`config.mk`:
```
export PLATFORM = sky130hd
export DESIGN_NAME = temporizador_quantum
export DESIGN_NICKNAME = d
export VERILOG_FILES = /design/src/rtl/temporizador_quantum.sv
export SDC_FILE = /design/constraint.sdc
export NUM_CORES = 1
export LEC_CHECK = 0
export BUFFER_PORTS_ARGS = -buffer_cell sky130_fd_sc_hd__buf_2
export CAP_MARGIN = 20
export CELL_PAD_IN_SITES_DETAIL_PLACEMENT = 1
export CELL_PAD_IN_SITES_GLOBAL_PLACEMENT = 2
export CORE_UTILIZATION = 33
export DETAILED_ROUTE_END_ITERATION = 16
export PLACE_DENSITY_LB_ADDON = 0.1
export SETUP_SLACK_MARGIN = 0.2
export SKIP_CTS_REPAIR_TIMING = 1
export SYNTH_ARGS = -nofsm -noshare
export SYNTH_HDL_FRONTEND = slang
export SYNTH_SLANG_ARGS = --single-unit
```
`constraint.sdc`:
```
create_clock -name clock_i -period 5.5 [get_ports clock_i]
set_clock_uncertainty 0.2 [all_clocks]
set_input_delay 0.275 -clock clock_i [delete_from_list [all_inputs] [get_ports clock_i]]
set_output_delay 0.275 -clock clock_i [all_outputs]
set_load 0.02 [all_outputs]
```
`src/rtl/temporizador_quantum.sv`:
```
// Quantum preemption timer.
// Counts retired instructions (avanca_pc_i pulses) down from a programmable
// quantum. On expiry it saves the current PC and presents a jump word to the
// fetch stage, holding it until the fetch stage acknowledges. It then waits
// in the handler state until the handler reports completion.
//
// Ports:
//   clock_i               clock, rising edge
//   reset_ni              asynchronous active-low reset
//   habilita_i            preemption enable (level)
//   carrega_quantum_i     pulse: load valor_quantum_i into the quantum register
//   valor_quantum_i       new quantum, in retired instructions
//   endereco_tratador_i   jump target field of the injected word
//   avanca_pc_i           one-cycle pulse per instruction advanced
//   pc_atual_i            current PC
//   reconhece_i           fetch stage consumed the injected word
//   fim_tratador_i        pulse: handler finished
//   flag_temporizador_o   selects dado_temporizador_o in the instruction mux
//   dado_temporizador_o   injected jump word (zero while the flag is low)
//   pc_salvo_o            PC captured at expiry
//   contador_o            current down-counter value
//   num_preempcoes_o      expiries since reset, wraps at 256
module temporizador_quantum #(
  parameter int unsigned LARGURA_QUANTUM = 16,
  parameter logic [5:0]  OPCODE_DESVIO   = 6'b000010
) (
  input  logic                       clock_i,
  input  logic                       reset_ni,
  input  logic                       habilita_i,
  input  logic                       carrega_quantum_i,
  input  logic [LARGURA_QUANTUM-1:0] valor_quantum_i,
  input  logic [25:0]                endereco_tratador_i,
  input  logic                       avanca_pc_i,
  input  logic [31:0]                pc_atual_i,
  input  logic                       reconhece_i,
  input  logic                       fim_tratador_i,
  output logic                       flag_temporizador_o,
  output logic [31:0]                dado_temporizador_o,
  output logic [31:0]                pc_salvo_o,
  output logic [LARGURA_QUANTUM-1:0] contador_o,
  output logic [7:0]                 num_preempcoes_o
);

  localparam logic [LARGURA_QUANTUM-1:0] ContUm = LARGURA_QUANTUM'(1);

  typedef enum logic [1:0] {
    StOcioso,
    StContando,
    StDisparo,
    StTratando
  } estado_e;

  estado_e                    state_q, state_d;
  logic [LARGURA_QUANTUM-1:0] quantum_q, quantum_d;
  logic [LARGURA_QUANTUM-1:0] contador_q, contador_d;
  logic                       flag_q, flag_d;
  logic [31:0]                dado_q, dado_d;
  logic [31:0]                pc_salvo_q, pc_salvo_d;
  logic [7:0]                 num_q, num_d;

  always_comb begin
    state_d    = state_q;
    contador_d = contador_q;
    flag_d     = flag_q;
    dado_d     = dado_q;
    pc_salvo_d = pc_salvo_q;
    num_d      = num_q;
    // Reloads below read quantum_q, so a load on the same edge only takes
    // effect at the following reload.
    quantum_d  = carrega_quantum_i ? valor_quantum_i : quantum_q;

    unique case (state_q)
      StOcioso: begin
        if (habilita_i && (quantum_q != '0)) begin
          state_d    = StContando;
          contador_d = quantum_q;
        end
      end
      StContando: begin
        // Disable takes priority over a simultaneous expiry.
        if (!habilita_i) begin
          state_d = StOcioso;
        end else if (avanca_pc_i && (contador_q != '0)) begin
          contador_d = contador_q - ContUm;
          if (contador_q == ContUm) begin
            state_d    = StDisparo;
            flag_d     = 1'b1;
            dado_d     = {OPCODE_DESVIO, endereco_tratador_i};
            pc_salvo_d = pc_atual_i;
            num_d      = num_q + 8'd1;
          end
        end
      end
      StDisparo: begin
        // Enable is ignored here: the injected word must be consumed first.
        if (reconhece_i) begin
          state_d = StTratando;
          flag_d  = 1'b0;
          dado_d  = '0;
        end
      end
      StTratando: begin
        if (!habilita_i) begin
          state_d = StOcioso;
        end else if (fim_tratador_i) begin
          state_d    = StContando;
          contador_d = quantum_q;
        end
      end
      default: begin
        state_d = StOcioso;
      end
    endcase
  end

  always_ff @(posedge clock_i or negedge reset_ni) begin
    if (!reset_ni) begin
      state_q    <= StOcioso;
      quantum_q  <= '0;
      contador_q <= '0;
      flag_q     <= 1'b0;
      dado_q     <= '0;
      pc_salvo_q <= '0;
      num_q      <= '0;
    end else begin
      state_q    <= state_d;
      quantum_q  <= quantum_d;
      contador_q <= contador_d;
      flag_q     <= flag_d;
      dado_q     <= dado_d;
      pc_salvo_q <= pc_salvo_d;
      num_q      <= num_d;
    end
  end

  assign flag_temporizador_o = flag_q;
  assign dado_temporizador_o = dado_q;
  assign pc_salvo_o          = pc_salvo_q;
  assign contador_o          = contador_q;
  assign num_preempcoes_o    = num_q;

endmodule

```
==> Implementation_results.wiki <==
{| class="wikitable"
! Metric !! Value
|-
| Final Routed Wirelength || 14,300 µm
|-
| Total standard cell area after synthesis || 0.00490 mm²
|-
| Clock Power Share || 29.0%
|-
| Launching point of the worst reg2reg path || contador_o[12]
|-
| Largest net degree at the start of global routing || 61
|-
| Worst-Margin Slew || 939 ps
|-
| Cell at the root of the clock tree || sky130_fd_sc_hd__clkbuf_16
|-
| Peak ir drop on the vdd network || 0.000182 V
|-
| Area leader, netlist || sky130_fd_sc_hd__dfrtp_1
|-
| Initial antenna violation count || 0
|-
| Final non-filler cell total || 830
|-
| EDFF count, synth || 0
|-
| Synth-to-Final Area Change || 36.4%
|-
| Area post-placement || 0.00586 mm²
|-
| Startpoint kind of the worst setup timing path || flop
|-
| Number of remaining DRC errors || 0
|-
| FFs w/ async S/R, synth || 100%
|-
| Remaining max-slew budget at the tightest pin || a little under two fifths
|-
| Final min period || 3320 ps
|-
| Number of instances in the synthesized netlist || 438
|-
| First-pass DRT Iterations || 4
|-
| Cell internal power dissipation || 1.54 mW
|-
| Utilization of the core after routing || around 46%
|-
| Core box area || 0.0145 mm²
|-
| Number of register bits inferred by synthesis || around 100
|-
| Share of power burned in combinational logic || 31.5%
|-
| Total number of H-tree levels || 3
|-
| Min-Delay Path Class || in2reg
|-
| Clock insertion delay at the later pin of the skew report || approximately 340 ps
|-
| Leakage || 3.12 nW
|-
| Via count of the routed design || 4,205
|-
| Critical hold path startpoint || endereco_tratador_i[17]
|-
| Outcome || completed
|-
| Worst slack at placement || about 2200 ps
|-
| Number of nets with antenna violations after detailed routing || 0
|-
| Final global-route overflow total || 0
|-
| R2R Setup Slk || between 2000 and 2500 ps
|-
| Number of placement rows || 44
|-
| Warnings from Yosys || 0
|-
| First-pass GRT wire length || 21,800 µm
|-
| Max_cap viols || 0
|-
| Power density relative to cell area || 362 mW/mm²
|-
| Unrepaired setup endpoints after global routing || false
|-
| Post-Place Cells || 765
|-
| Initial Utilization || 33.7%
|-
| Overall Global Routing Usage || about 19%
|-
| Largest stage delay on the critical path || 700 ps
|-
| Die Area || 0.0154 mm²
|-
| Cell class contributing the biggest share of worst-path delay || simple AND/OR/NAND/NOR gates
|-
| Clock Sink Count || just over 100
|-
| Net Sw Frac || 36.5%
|-
| Critical setup path kind || reg2reg
|-
| Library cell contributing the largest single delay on the critical path || sky130_fd_sc_hd__nor4_1
|-
| Setup TNS || 0 ps
|-
| Placed wire-length estimate || 10,000 µm
|-
| Number of distinct library cells after synthesis || 61
|-
| TritonCTS clock tree || done
|-
| Antenna fix cells || 0
|-
| GP Congestion || between 0.7 and 0.8
|-
| Cell count of the worst reg-to-reg path || 5
|-
| Num ports || 170
|-
| Height of the chip || 124 µm
|-
| Min-Delay Endpoint || dado_temporizador_o[17]
|-
| Final setup vio count || 0
|-
| Iteration-0 DRC count of the detailed router || around 160
|-
| Required time of the worst setup path || 5530 ps
|-
| Post-Layout Inst Area || 0.00669 mm²
|-
| Max Clk Rate || 0.301 GHz
|-
| Arrival time worst endpoint || 3350 ps
|-
| Most instantiated flip-flop cell in the synthesis netlist || sky130_fd_sc_hd__dfrtp_1
|-
| Switching power total || 883 µW
|-
| Number of cells on the worst hold path || 3
|-
| Portion of the clock cycle consumed by the worst path in the final layout || between 60% and 70%
|-
| Post-synthesis area per instance || around 11 µm²
|-
| Startpoint of the worst setup timing path || contador_o[12]
|-
| Fraction of the yosys area taken by sequential cells || 51.5%
|-
| Count of buffers inserted at the top-level ports || between 150 and 200
|-
| Reg clk slew, reported paths || roughly 70 ps
|-
| Critical R2R Capture || pc_salvo_o[26]
|-
| Leading post-synthesis cells by instance count || 101 x sky130_fd_sc_hd__dfrtp_1, 45 x sky130_fd_sc_hd__mux2_2, 44 x sky130_fd_sc_hd__nand2_1
|-
| Average wire length per cell after detail routing || approximately 17 µm
|-
| Nets || 731
|-
| Post-route setup slack || 2180 ps
|-
| Detailed-route vias per instance || between 5 and 6
|-
| Via count of the first global-routing pass || 4,160
|-
| Worst setup EP type || flop
|-
| Most area-consuming cells after synthesis || sky130_fd_sc_hd__dfrtp_1 52%, sky130_fd_sc_hd__mux2_2 10%, sky130_fd_sc_hd__mux2i_1 5.5%, sky130_fd_sc_hd__o21ai_0 3.6%, sky130_fd_sc_hd__nand2_1 3.4%
|-
| Number of filler instances in the final layout || between 1,500 and 2,000
|-
| Power share of the sequential group || 39.5%
|-
| Number of buffers added by the clock tree synthesis step || 9
|-
| Clock buffer depth || 2
|-
| Hold Vio Cnt, Final || 0
|-
| Top fanout value on the critical path || 29
|-
| Number of buffers and inverters on the critical path || 1
|-
| Total count of max-transition violations in the final report || 0
|-
| Fraction of layout instances using a drive strength above 1 || 37.6%
|-
| Synth top area share || 51.5%
|-
| DIE WIDTH || 124 µm
|-
| Ordered cell list for the critical path || nor4_1 -> nand4_1 -> nor4_4 -> buf_4 -> mux2_2
|-
| Dominant cell by count in the synthesized netlist || sky130_fd_sc_hd__dfrtp_1
|}
==> power by group through the flow <==
stage | registers [mW] | clock network, mW | logic, mW
global route | 0.975 | 0.754 | 0.843
CTS | 0.957 | 0.728 | 0.744
detailed placement | 0.971 | 0 | 0.740
floorplan | 0.995 | 0 | 0.448
finish | 0.957 | 0.702 | 0.762
global placement | 0.960 | 0 | 0.730
==> cell families after synthesis <==
family                   synth area share, %
AND/OR/NAND/NOR                         12.2
AO/OA/AOI/OAI                           12.1
multiplexers                            15.8
XOR/XNOR                                1.25
flip-flops                              51.5
other                                 0.0765
buffers and inverters                   4.72
adder cells (fa/ha/maj)                 2.30
==> cell type report <==
class,count,area (µm²),share of cell area [%]
multi-input cells,295,2180,32.6
well taps,184,230,3.44
inverters,15,56.3,0.842
flip-flops and latches,101,2530,37.8
repair buffers,219,1360,20.3
clock buffers,10,239,3.57
clock inverters,6,95.1,1.42
==> worst max-delay path by stage <==
| stage | end | slack [ps] | depth (start not counted) |
|---|---|---|---|
| after floorplan | contador_o[0] | 2990 | 8 |
| after global placement | pc_salvo_o[10] | 2310 | 5 |
| after detailed placement | pc_salvo_o[26] | 2190 | 5 |
| after CTS | pc_salvo_o[26] | 2190 | 5 |
| after global routing | pc_salvo_o[11] | 1970 | 5 |
| final | pc_salvo_o[26] | 2180 | 5 |
==> per-layer routing <==
layer  GRT usage (%)  vias to the layer above  routed length (µm)
met5               0                        -                   0
met4            4.91                        0                 158
met3            5.22                       10                 760
met2            31.3                      110                7040
met1            23.3                     2085                6310
li1                -                     2000                   -
==> worst register-to-register path, cell delays in order (launching register included) <==
cell and delay [ps]:
sky130_fd_sc_hd__dfrtp_1 450, sky130_fd_sc_hd__nor4_1 700, sky130_fd_sc_hd__nand4_1 360, sky130_fd_sc_hd__nor4_4 600, sky130_fd_sc_hd__buf_4 480, sky130_fd_sc_hd__mux2_2 410
==> registers in the layout, summed over array words and instances (netlist names), named ones only <==
register and cells:
pc_salvo_o 32, contador_o 16, state_q 1, dado_temporizador_o 27
num_preempcoes_o 8, quantum_q 16
==> layout by cell type, fill, tap and decap left out, drive strengths merged, types with 4 or more instances in the layout <==
cell,instances
nand2,44
mux2i,27
conb,5
dlygate4sd3,49
inv,16
mux2,45
a21oi,10
a311oi,5
and3,4
nand3,6
nor4,12
xnor2,6
ha,9
or4,7
nor2,16
nor3,8
clkbuf,10
o21ai,38
dfrtp,101
buf,170
==> through the flow <==
stage          total power [mW]  hold WS, ps
6_report                   2.42         16.1
2_1_floorplan              1.44         -221
4_1_cts                    2.43         -269
3_5_place_dp               1.71          110
5_1_grt                    2.57         2.92
3_3_place_gp               1.69          108
Note: power is estimated with default switching activity, not from simulation.
